### src/rtl/mem_arbiter_if.sv
// ---------------------------------------------------------------------------
// mem_arbiter_if
// Bus bundle between the requester ports, the arbiter and the shared memory.
//
// Requester side (per port, packed over NUM_PORTS):
//   req_i, addr_i, wr_i, wr_data_i, byte_en_i, zero_extnd_i  -> arbiter
//   gnt_o (one-hot), rvalid_o (one-hot), rd_data_o (shared) <- arbiter
// Memory side:
//   mem_req_o, mem_addr_o, mem_wr_o, mem_wr_data_o,
//   mem_byte_en_o, mem_zero_extnd_o                          <- arbiter
//   mem_ready_i, mem_rd_data_i                               -> arbiter
//
// Modports:
//   slave  : the arbiter's view
//   master : the view of whatever drives requests and models the memory
// ---------------------------------------------------------------------------
interface mem_arbiter_if #(
    parameter int NUM_PORTS = 2,
    parameter int ADDR_W    = 32,
    parameter int DATA_W    = 32
);
    logic [NUM_PORTS-1:0]             req_i;
    logic [NUM_PORTS-1:0][ADDR_W-1:0] addr_i;
    logic [NUM_PORTS-1:0]             wr_i;
    logic [NUM_PORTS-1:0][DATA_W-1:0] wr_data_i;
    logic [NUM_PORTS-1:0][1:0]        byte_en_i;
    logic [NUM_PORTS-1:0]             zero_extnd_i;
    logic [NUM_PORTS-1:0]             gnt_o;
    logic [NUM_PORTS-1:0]             rvalid_o;
    logic [DATA_W-1:0]                rd_data_o;

    logic                             mem_req_o;
    logic                             mem_ready_i;
    logic [ADDR_W-1:0]                mem_addr_o;
    logic                             mem_wr_o;
    logic [DATA_W-1:0]                mem_wr_data_o;
    logic [1:0]                       mem_byte_en_o;
    logic                             mem_zero_extnd_o;
    logic [DATA_W-1:0]                mem_rd_data_i;

    modport slave (
        input  req_i, addr_i, wr_i, wr_data_i, byte_en_i, zero_extnd_i,
        input  mem_ready_i, mem_rd_data_i,
        output gnt_o, rvalid_o, rd_data_o,
        output mem_req_o, mem_addr_o, mem_wr_o, mem_wr_data_o,
        output mem_byte_en_o, mem_zero_extnd_o
    );

    modport master (
        output req_i, addr_i, wr_i, wr_data_i, byte_en_i, zero_extnd_i,
        output mem_ready_i, mem_rd_data_i,
        input  gnt_o, rvalid_o, rd_data_o,
        input  mem_req_o, mem_addr_o, mem_wr_o, mem_wr_data_o,
        input  mem_byte_en_o, mem_zero_extnd_o
    );
endinterface

### src/rtl/mem_arbiter.sv
// ---------------------------------------------------------------------------
// mem_arbiter
// Lets NUM_PORTS requesters (port 0 = instruction fetch, port 1 = data, ...)
// share one fixed-latency memory. At most one request is forwarded per cycle;
// each response is routed back to the port that issued it, in issue order.
//
// Ports:
//   clk      : clock
//   reset_n  : asynchronous active-low reset
//   bus      : mem_arbiter_if.slave, carrying the per-port request fields,
//              one-hot gnt_o / rvalid_o, shared rd_data_o, and the single
//              downstream memory request / response channel
//
// Parameters:
//   NUM_PORTS   : number of requester ports (>= 2)
//   ADDR_W      : address width
//   DATA_W      : data width
//   MEM_LATENCY : cycles from accepted memory request to valid read data (>= 1)
//
// Build option:
//   MEM_ARB_FIXED_PRIO_EN : when defined, lowest port index always wins and
//                           the round-robin pointer does not exist. Default
//                           (undefined) is round-robin arbitration.
// ---------------------------------------------------------------------------
module mem_arbiter #(
    parameter int NUM_PORTS   = 2,
    parameter int ADDR_W      = 32,
    parameter int DATA_W      = 32,
    parameter int MEM_LATENCY = 1
) (
    input  logic          clk,
    input  logic          reset_n,
    mem_arbiter_if.slave  bus
);

    localparam int PTR_W = (NUM_PORTS > 1) ? $clog2(NUM_PORTS) : 1;

    logic [PTR_W-1:0] win_idx;
    logic             win_found;
    logic             transfer;

`ifdef MEM_ARB_FIXED_PRIO_EN
    // Scan from the top down so the lowest requesting index is the last
    // assignment and therefore wins.
    always_comb begin
        win_idx   = '0;
        win_found = 1'b0;
        for (int i = NUM_PORTS - 1; i >= 0; i--) begin
            if (bus.req_i[PTR_W'(i)]) begin
                win_idx   = PTR_W'(i);
                win_found = 1'b1;
            end
        end
    end
`else
    logic [PTR_W-1:0] ptr;
    int unsigned      cand;

    // Search ptr, ptr+1, ... wrapping at NUM_PORTS-1 -> 0. The explicit
    // wrap keeps this correct for port counts that are not powers of two.
    always_comb begin
        win_idx   = '0;
        win_found = 1'b0;
        cand      = 0;
        for (int i = 0; i < NUM_PORTS; i++) begin
            cand = int'(ptr) + i;
            if (cand >= NUM_PORTS) begin
                cand = cand - NUM_PORTS;
            end
            if (!win_found && bus.req_i[PTR_W'(cand)]) begin
                win_idx   = PTR_W'(cand);
                win_found = 1'b1;
            end
        end
    end

    // Pointer moves just past the port that was actually served; a stalled
    // memory leaves it untouched so the same winner is retried.
    always_ff @(posedge clk or negedge reset_n) begin
        if (!reset_n) begin
            ptr <= '0;
        end else if (transfer) begin
            if (int'(win_idx) == NUM_PORTS - 1) begin
                ptr <= '0;
            end else begin
                ptr <= win_idx + 1'b1;
            end
        end
    end
`endif

    assign transfer      = win_found && bus.mem_ready_i;
    assign bus.mem_req_o = |bus.req_i;

    // Downstream fields mirror the winner; they are forced to zero when
    // nobody requests so the memory never sees stale addresses.
    always_comb begin
        bus.gnt_o            = '0;
        bus.mem_addr_o       = '0;
        bus.mem_wr_o         = 1'b0;
        bus.mem_wr_data_o    = '0;
        bus.mem_byte_en_o    = 2'b00;
        bus.mem_zero_extnd_o = 1'b0;
        if (transfer) begin
            bus.gnt_o[win_idx] = 1'b1;
        end
        if (win_found) begin
            bus.mem_addr_o       = bus.addr_i[win_idx];
            bus.mem_wr_o         = bus.wr_i[win_idx];
            bus.mem_wr_data_o    = bus.wr_data_i[win_idx];
            bus.mem_byte_en_o    = bus.byte_en_i[win_idx];
            bus.mem_zero_extnd_o = bus.zero_extnd_i[win_idx];
        end
    end

    // Response tracking: one stage per cycle of memory latency. Stage 0 is
    // loaded on the granting edge, so the last stage lines up with the cycle
    // the memory presents read data.
    logic             pipe_valid [MEM_LATENCY];
    logic [PTR_W-1:0] pipe_id    [MEM_LATENCY];
    logic             pipe_wr    [MEM_LATENCY];

    always_ff @(posedge clk or negedge reset_n) begin
        if (!reset_n) begin
            for (int i = 0; i < MEM_LATENCY; i++) begin
                pipe_valid[i] <= 1'b0;
                pipe_id[i]    <= '0;
                pipe_wr[i]    <= 1'b0;
            end
        end else begin
            pipe_valid[0] <= transfer;
            pipe_id[0]    <= win_idx;
            pipe_wr[0]    <= bus.wr_i[win_idx];
            for (int i = 1; i < MEM_LATENCY; i++) begin
                pipe_valid[i] <= pipe_valid[i-1];
                pipe_id[i]    <= pipe_id[i-1];
                pipe_wr[i]    <= pipe_wr[i-1];
            end
        end
    end

    // Writes are acknowledged with zero data; whatever the memory drives on
    // its read bus during a write slot is ignored.
    always_comb begin
        bus.rvalid_o  = '0;
        bus.rd_data_o = '0;
        if (pipe_valid[MEM_LATENCY-1]) begin
            bus.rvalid_o[pipe_id[MEM_LATENCY-1]] = 1'b1;
            if (!pipe_wr[MEM_LATENCY-1]) begin
                bus.rd_data_o = bus.mem_rd_data_i;
            end
        end
    end

endmodule

### src/flat_wrapper.sv
// flat-port wrapper written by rule: the top's interface ports become plain ports
module mem_arbiter_flat 
#(
    parameter int NUM_PORTS   = 2,
    parameter int ADDR_W      = 32,
    parameter int DATA_W      = 32,
    parameter int MEM_LATENCY = 1
)
  (clk, reset_n, bus_req_i, bus_addr_i, bus_wr_i, bus_wr_data_i, bus_byte_en_i, bus_zero_extnd_i, bus_mem_ready_i, bus_mem_rd_data_i, bus_gnt_o, bus_rvalid_o, bus_rd_data_o, bus_mem_req_o, bus_mem_addr_o, bus_mem_wr_o, bus_mem_wr_data_o, bus_mem_byte_en_o, bus_mem_zero_extnd_o);
  mem_arbiter_if #(.NUM_PORTS(NUM_PORTS), .ADDR_W(ADDR_W), .DATA_W(DATA_W)) bus_i ();
  input  logic clk;
  input  logic reset_n;
  input wire logic [$bits(bus_i.req_i)-1:0] bus_req_i;
  input wire logic [$bits(bus_i.addr_i)-1:0] bus_addr_i;
  input wire logic [$bits(bus_i.wr_i)-1:0] bus_wr_i;
  input wire logic [$bits(bus_i.wr_data_i)-1:0] bus_wr_data_i;
  input wire logic [$bits(bus_i.byte_en_i)-1:0] bus_byte_en_i;
  input wire logic [$bits(bus_i.zero_extnd_i)-1:0] bus_zero_extnd_i;
  input wire logic [$bits(bus_i.mem_ready_i)-1:0] bus_mem_ready_i;
  input wire logic [$bits(bus_i.mem_rd_data_i)-1:0] bus_mem_rd_data_i;
  output wire logic [$bits(bus_i.gnt_o)-1:0] bus_gnt_o;
  output wire logic [$bits(bus_i.rvalid_o)-1:0] bus_rvalid_o;
  output wire logic [$bits(bus_i.rd_data_o)-1:0] bus_rd_data_o;
  output wire logic [$bits(bus_i.mem_req_o)-1:0] bus_mem_req_o;
  output wire logic [$bits(bus_i.mem_addr_o)-1:0] bus_mem_addr_o;
  output wire logic [$bits(bus_i.mem_wr_o)-1:0] bus_mem_wr_o;
  output wire logic [$bits(bus_i.mem_wr_data_o)-1:0] bus_mem_wr_data_o;
  output wire logic [$bits(bus_i.mem_byte_en_o)-1:0] bus_mem_byte_en_o;
  output wire logic [$bits(bus_i.mem_zero_extnd_o)-1:0] bus_mem_zero_extnd_o;
  assign bus_i.req_i = bus_req_i;
  assign bus_i.addr_i = bus_addr_i;
  assign bus_i.wr_i = bus_wr_i;
  assign bus_i.wr_data_i = bus_wr_data_i;
  assign bus_i.byte_en_i = bus_byte_en_i;
  assign bus_i.zero_extnd_i = bus_zero_extnd_i;
  assign bus_i.mem_ready_i = bus_mem_ready_i;
  assign bus_i.mem_rd_data_i = bus_mem_rd_data_i;
  assign bus_gnt_o = bus_i.gnt_o;
  assign bus_rvalid_o = bus_i.rvalid_o;
  assign bus_rd_data_o = bus_i.rd_data_o;
  assign bus_mem_req_o = bus_i.mem_req_o;
  assign bus_mem_addr_o = bus_i.mem_addr_o;
  assign bus_mem_wr_o = bus_i.mem_wr_o;
  assign bus_mem_wr_data_o = bus_i.mem_wr_data_o;
  assign bus_mem_byte_en_o = bus_i.mem_byte_en_o;
  assign bus_mem_zero_extnd_o = bus_i.mem_zero_extnd_o;
  mem_arbiter #(.NUM_PORTS(NUM_PORTS), .ADDR_W(ADDR_W), .DATA_W(DATA_W), .MEM_LATENCY(MEM_LATENCY)) u_core (.clk(clk), .reset_n(reset_n), .bus(bus_i));
endmodule
### config.mk
export PLATFORM = sky130hd
export DESIGN_NAME = mem_arbiter_flat
export DESIGN_NICKNAME = d
export VERILOG_FILES = /design/src/rtl/mem_arbiter_if.sv /design/src/rtl/mem_arbiter.sv /design/src/flat_wrapper.sv
export SDC_FILE = /design/constraint.sdc
export NUM_CORES = 1
export LEC_CHECK = 0
export ABC_AREA = 1
export CAP_MARGIN = 40
export CORE_AREA = 2 2 108 110
export CTS_CLUSTER_SIZE = 12
export DETAILED_ROUTE_END_ITERATION = 10
export DIE_AREA = 0 0 110 112
export GPL_ROUTABILITY_DRIVEN = 0
export PLACE_DENSITY = 0.58
export RECOVER_POWER = 100
export SLEW_MARGIN = 20
export SYNTH_ARGS = -nofsm -noshare
export SYNTH_HDL_FRONTEND = slang
export SYNTH_SLANG_ARGS = --single-unit
### constraint.sdc
create_clock -name clk -period 1.9 [get_ports clk]
set_input_delay 0.285 -clock clk [delete_from_list [all_inputs] [get_ports clk]]
set_output_delay 0.285 -clock clk [all_outputs]
set_load 0.03 [all_outputs]
==> results of run 1 <==
-- worst max-delay path by stage --
stage                      endpoint  depth (start not counted)               from
2_1_floorplan          bus_mem_wr_o                          7       bus_req_i[0]
3_5_place_dp   bus_mem_wr_data_o[0]                          6       bus_req_i[1]
5_1_grt           bus_rd_data_o[15]                          5  u_core.pipe_valid
4_1_cts        bus_mem_wr_data_o[0]                          6       bus_req_i[1]
6_report          bus_rd_data_o[15]                          5  u_core.pipe_valid
3_3_place_gp   bus_mem_wr_data_o[0]                          6       bus_req_i[1]
-- critical path, delay by kind of cell, from the launching register on --
family	cells	cell delay, ns
buf+inv	3	0.64
simple gates	2	0.31
flops	1	0.33
-- Yosys cell counts --
| master | n | share of area (%) |
|---|---|---|
| buf_2 | 19 | 6.6 |
| buf_6 | 3 | 2.4 |
| clkbuf_1 | 4 | 1.0 |
| dfrtp_1 | 4 | 7.0 |
| inv_1 | 40 | 10 |
| inv_2 | 1 | 0.26 |
| inv_4 | 1 | 0.44 |
| nand2_1 | 138 | 36 |
| nand2_2 | 1 | 0.44 |
| nand2_4 | 1 | 0.79 |
| nand3_1 | 68 | 24 |
| nor2_1 | 37 | 9.7 |
| o21ai_0 | 1 | 0.35 |
| or2_1 | 1 | 0.44 |
-- logic make-up (layout without fill, tap and decap cells) --
kind of cell,Yosys count,in the layout,share of synthesized area (%)
flip-flops,4,4,7.00
buffers and inverters,68,337,21.3
AO/OA/AOI/OAI,1,1,0.350
AND/OR/NAND/NOR,246,246,71.4
-- metrics by stage --
| step | setup TNS, ns | cells | utilization (%) | setup slack [ns] |
|---|---|---|---|---|
| 2_1_floorplan | 0 | 319 | - | 0.360 |
| 3_3_place_gp | 0 | 727 | 37.8 | 0.0280 |
| 3_5_place_dp | 0 | 727 | 37.8 | 0.00247 |
| 4_1_cts | -0.000535 | 730 | 38.2 | -0.000535 |
| 5_1_grt | 0 | 731 | 36.9 | 0.0103 |
| 6_report | 0 | 731 | 36.9 | 0.115 |
-- where the power goes --
part           total [mW]  leakage (nW)  switching, mW  internal [mW]
sequential         0.0973        0.0478        0.00321         0.0941
combinational        1.29          2.22          0.710          0.584
clock               0.324        0.0370         0.0553          0.268
total                1.71          2.30          0.768          0.946
-- layer usage --
metal | vias to the layer above | part of all wire, % | track usage (%)
met1 | 1211 | 37 | 13.4
li1 | 1499 | - | -
met3 | 12 | 13 | 3.63
met4 | 2 | 1.0 | 2.11
met2 | 172 | 50 | 24.2
met5 | - | 0.14 | 0
-- what timing repair did --
| item | CTS | global route |
|---|---|---|
| endpoints found under the setup margin | 28 | 53 |
| cloned | 0 | 1 |
| gates resized for setup | 27 | 3 |
-- cell type report --
cell class                      instances  area (µm²)
Clock buffer                            3        75.1
Timing Repair Buffer                  292        2590
Fill cell                            1247        7050
Sequential cell                         4         100
Multi-Input combinational cell        247        1030
Inverter                               42         158
Tap cell                              143         179
-- sequential cells by signal, summed over array words and instances (netlist names) --
name / flops
u_core.pipe_valid: 1
u_core.pipe_id: 1
u_core.pipe_wr: 1
u_core.ptr: 1
==> flow_summary_export.csv, run 1 <==
group,metric,value,unit
detailed_routing,routed_wl,8820,µm
clock_network,htreeDepth,1,
placement,dp_hpwl,7480,µm
detailed_routing,ant_nets,0,
global_route,grt_pass1_wl,12700,µm
worst_setup_path,start_kind,"flop",
detailed_routing,drtIter0Drc,84,
logic_synthesis,yosys.cell_types.count,14,
clock_network,clock-sinks,4,
timing,slew_viol_final,0,
worst_setup_path,crit_path_cell_trace,"inv_1, or2_0, buf_6, nor2_1, dlygate4sd2_1",
placement,port_buffers,277,
placement,place_area,4220,µm²
clock_network,cts_root_buffer,"clkbuf_16",
timing,finalCriticalPeriod,1.78,ns
timing,final-setup-viol-count,0,
clock_network,cts_buffer_depth,2,
die,core.rowCount,39,
detailed_routing,drt-vias-per-instance,3.96,
timing,tightestPinTransition,0.411,ns
timing,hold_ws,0.345,ns
clock_network,cts_hold_buf,0,
die,die-area,12300,µm²
logic_synthesis,synth_area_per_cell,4.48,µm²
die,pin_count,278,
min_path,worstHoldPathType,"input pin to async pin",
worst_setup_path,cp_slowest_stage_delay,0.40,ns
layout,design_area,4130,µm²
layout,n_antenna_cell,0,
worst_setup_path,cp_slowest_cell,"dlygate4sd2_1",
die,die_w,110,µm
run_status,status,"complete, no violations",
layout,drive_gt1_share,15.8,%
timing,min_period_over_period,93.9,%
power_and_ir_drop,power-per-cell-area,416,nW/µm²
timing,finalClockSkew,0.000605,ns
worst_setup_path,r2r_cells,6,
detailed_routing,num_vias,2896,
clock_network,cts_buffers,3,
layout,final_common_cell,"clkdlybuf4s50_1",
timing,hold_violations,0,
worst_setup_path,cp_data_required_time,1.62,ns
timing,rsz0062_at_grt,"no",
clock_network,clk_latency,0.22,ns
die,floorplan.core_area,11200,µm²
global_route,grt-ovfl-total,0,
timing,maxSlewHeadroom,72.7,%
global_route,grt_max_degree,41,
global_route,antenna_found_initial,1,
worst_setup_path,r2r_slack,0.77,ns
worst_setup_path,worst_r2r_endpoint,"u_core.pipe_id",
layout,layout_common_cells,"168 x clkdlybuf4s50_1, 138 x nand2_1, 68 x nand3_1",
clock_network,cts_tree,"done",
worst_setup_path,path_class,"flop to primary output",
detailed_routing,dr.pass1.iters,6,
power_and_ir_drop,p_leak,2.30,nW
logic_synthesis,yosysSeqAreaShare,7.00,%
worst_setup_path,crit_path_max_fanout,32,
layout,syn2layout_area_growth,188,%
layout,layout.nets,763,
die,initial_core_util,12.8,%
die,die_y,112,µm
logic_synthesis,synth_cells,319,
global_route,grt_usage,12.6,%
worst_setup_path,rr_startpoint,"u_core.ptr",
power_and_ir_drop,p_total,1.71,mW
logic_synthesis,synth_area,1430,µm²
detailed_routing,post-route-drc-count,0,
job,max_cap_viol_count,0,
logic_synthesis,yosys_warnings,0,
global_route,grt_pass1_vias,2718,
worst_setup_path,critPathArrivalTime,1.50,ns
power_and_ir_drop,vdd_drop_max,0.000207,V
logic_synthesis,synthesis.nets,492,
worst_setup_path,worstSetupEndpointType,"primary output",
detailed_routing,wl_per_cell,12.1,µm
timing,fmax,560,MHz
clock_network,cts_setup_buffers,0,
clock_network,clk_pin_slew,0.03,ns
logic_synthesis,synth_seq_cells,4,
No activity file was read; power rests on OpenSTA's default activity.
==> inputs of run 2 (changes only) <==
--- a/config.mk
+++ b/config.mk
@@ -18,3 +18,4 @@
 export SYNTH_ARGS = -nofsm -noshare
 export SYNTH_HDL_FRONTEND = slang
 export SYNTH_SLANG_ARGS = --single-unit
+export TNS_END_PERCENT = 20
==> results of run 2 <==
The final DEF is identical to that of run 1; final timing and power are the same.
==> inputs of run 3 (changes only) <==
--- a/config.mk
+++ b/config.mk
@@ -12,8 +12,10 @@
 export DETAILED_ROUTE_END_ITERATION = 10
 export DIE_AREA = 0 0 110 112
 export GPL_ROUTABILITY_DRIVEN = 0
+export GPL_TIMING_DRIVEN = 0
 export PLACE_DENSITY = 0.58
 export RECOVER_POWER = 100
+export SKIP_CTS_REPAIR_TIMING = 1
 export SLEW_MARGIN = 20
 export SYNTH_ARGS = -nofsm -noshare
 export SYNTH_HDL_FRONTEND = slang
==> run 3 against run 2 <==
Compared with the run above:
- critical path type unchanged
- largest power group unchanged
- final cell count rose by 1.5%
- flip-flop and latch count unchanged
- via count grew 1.8%
- sequential power barely moved
==> flow_summary_export.csv, run 3 (synthesis gave the netlist of run 1 again) <==
group,metric,value,unit
layout,final_common_cell,"clkdlybuf4s50_1",
layout,multi_input_area,1030,µm²
clock_network,cts_root_buffer,"clkbuf_16",
timing,min_period_over_period,95.3,%
clock_network,clk_pin_slew,0.03,ns
timing,fin_ws,0.0899,ns
worst_setup_path,r2r_slack,0.77,ns
global_route,grt_pass1_wl,13200,µm
clock_network,clock-sinks,4,
layout,syn2layout_area_growth,181,%
timing,fmax,552,MHz
worst_setup_path,cp_data_required_time,1.62,ns
die,initial_core_util,12.8,%
worst_setup_path,start_kind,"flop",
power_and_ir_drop,p_leak,2.32,nW
power_and_ir_drop,power-per-cell-area,420,nW/µm²
power_and_ir_drop,clkPwrFrac,19.2,%
timing,hold_violations,0,
layout,drive_gt1_share,20.1,%
clock_network,cts_buffers,3,
detailed_routing,ant_nets,0,
layout,regArea,100,µm²
global_route,grt_pass1_vias,2802,
power_and_ir_drop,intPower,913,µW
clock_network,cts_buffer_depth,2,
timing,slew_viol_final,0,
die,pin_count,278,
timing,rsz0062_at_grt,"no",
power_and_ir_drop,vdd_drop_max,0.000173,V
layout,fillers,1275,
min_path,worstHoldPathType,"input pin to async pin",
placement,dp_hpwl,8040,µm
power_and_ir_drop,p_sw_share,45.9,%
global_route,antenna_found_initial,1,
die,die_y,112,µm
power_and_ir_drop,seq_power_share,5.8,%
worst_setup_path,r2r_cells,7,
worst_setup_path,path_class,"flop to primary output",
placement,dpl_worst_slack,-0.636,ns
detailed_routing,dr.pass1.iters,5,
die,die-area,12300,µm²
clock_network,cts_tree,"done",
worst_setup_path,critPathArrivalTime,1.53,ns
job,max_cap_viol_count,0,
detailed_routing,drtIter0Drc,77,
placement,port_buffers,276,
power_and_ir_drop,switching_power,773,µW
worst_setup_path,rr_startpoint,"u_core.ptr",
detailed_routing,wl_per_cell,12.5,µm
die,core.rowCount,39,
timing,maxSlewHeadroom,69.5,%
clock_network,htreeDepth,1,
die,die_w,110,µm
timing,tightestPinTransition,0.458,ns
detailed_routing,drt-vias-per-instance,3.97,
run_status,status,"complete, no violations",
global_route,grt-ovfl-total,0,
clock_network,clk_latency,0.22,ns
worst_setup_path,crit_path_max_fanout,10,
worst_setup_path,worstSetupEndpointType,"primary output",
layout,layout_common_cells,"168 x clkdlybuf4s50_1, 138 x nand2_1, 83 x clkbuf_2",
timing,finalClockSkew,0.000328,ns
layout,layout.nets,773,
timing,finalCriticalPeriod,1.81,ns
power_and_ir_drop,comb_power_share,75.1,%
global_route,grt_usage,13.5,%
detailed_routing,post-route-drc-count,0,
detailed_routing,num_vias,2948,
detailed_routing,routed_wl,9250,µm
timing,final.setup.tns,0,ns
timing,final-setup-viol-count,0,
die,floorplan.core_area,11200,µm²
global_route,grt_max_degree,11,
worst_setup_path,worst_r2r_endpoint,"u_core.pipe_wr",
==> run 3: changes by cell type in the layout (fill, tap and decap cells not counted), moves of 4 or more <==
cell / before / now
clkbuf_4: 7 / 2
dlygate4sd2_1: 27 / 0
buf_12: 4 / 0
buf_4: 19 / 3
buf_2: 17 / 22
clkbuf_2: 35 / 83
dlymetal6s2s_1: 1 / 9
==> run 3: critical path, stage by stage (launching register included) <==
cell and delay, ns:
dfrtp_1 0.36, inv_2 0.06, nand2_2 0.06, nand2_4 0.14, buf_2 0.23, nand3_1 0.09, nand2_1 0.07, dlymetal6s2s_1 0.29
==> run 3: power by group through the flow <==
stage	logic, mW	clock network [mW]	registers [mW]
floorplan	0.651	0	0.0975
global route	1.36	0.337	0.0985
detailed placement	1.43	0	0.0982
finish	1.27	0.323	0.0973
global placement	1.43	0	0.0980
CTS	1.44	0.328	0.0975
==> run 3: how the worst max path moves through the flow <==
stage            startpoint  slack, ns                    end
3_3_place_gp   bus_req_i[1]      -0.61     bus_mem_addr_o[13]
3_5_place_dp   bus_req_i[1]      -0.64     bus_mem_addr_o[13]
2_1_floorplan  bus_req_i[0]       0.36           bus_mem_wr_o
6_report         u_core.ptr       0.09  bus_mem_wr_data_o[23]
4_1_cts        bus_req_i[1]      -0.64     bus_mem_addr_o[13]
5_1_grt          u_core.ptr     0.0001     bus_mem_addr_o[16]
==> run 3: layer usage <==
layer | track usage (%) | share of wire [%]
met4 | 1.60 | 0.29
met2 | 27.2 | 52
met3 | 4.39 | 13
met5 | 0 | 0
met1 | 13.1 | 35
==> run 3: metrics by stage <==
stage | utilization (%) | cells | instance area (µm²) | hold slack (ns) | total power [mW]
finish | 35.9 | 742 | 4020 | 0.334 | 1.69
global route | 35.9 | 742 | 4020 | 0.349 | 1.79
CTS | 39.8 | 741 | 4450 | 0.264 | 1.86
detailed placement | 39.1 | 738 | 4370 | 0.496 | 1.53
global placement | 39.1 | 738 | 4370 | 0.492 | 1.52
floorplan | - | 319 | 1430 | -0.0106 | 0.749
==> run 3: final cells by class <==
cell class,instances,share of cell area [%]
Timing Repair Buffer,276,57.8
Multi-Input combinational cell,247,25.5
Tap cell,143,4.45
Inverter,42,4.05
Buffer,26,3.74
Sequential cell,4,2.49
Clock buffer,3,1.87
Antenna cell,1,0.0623
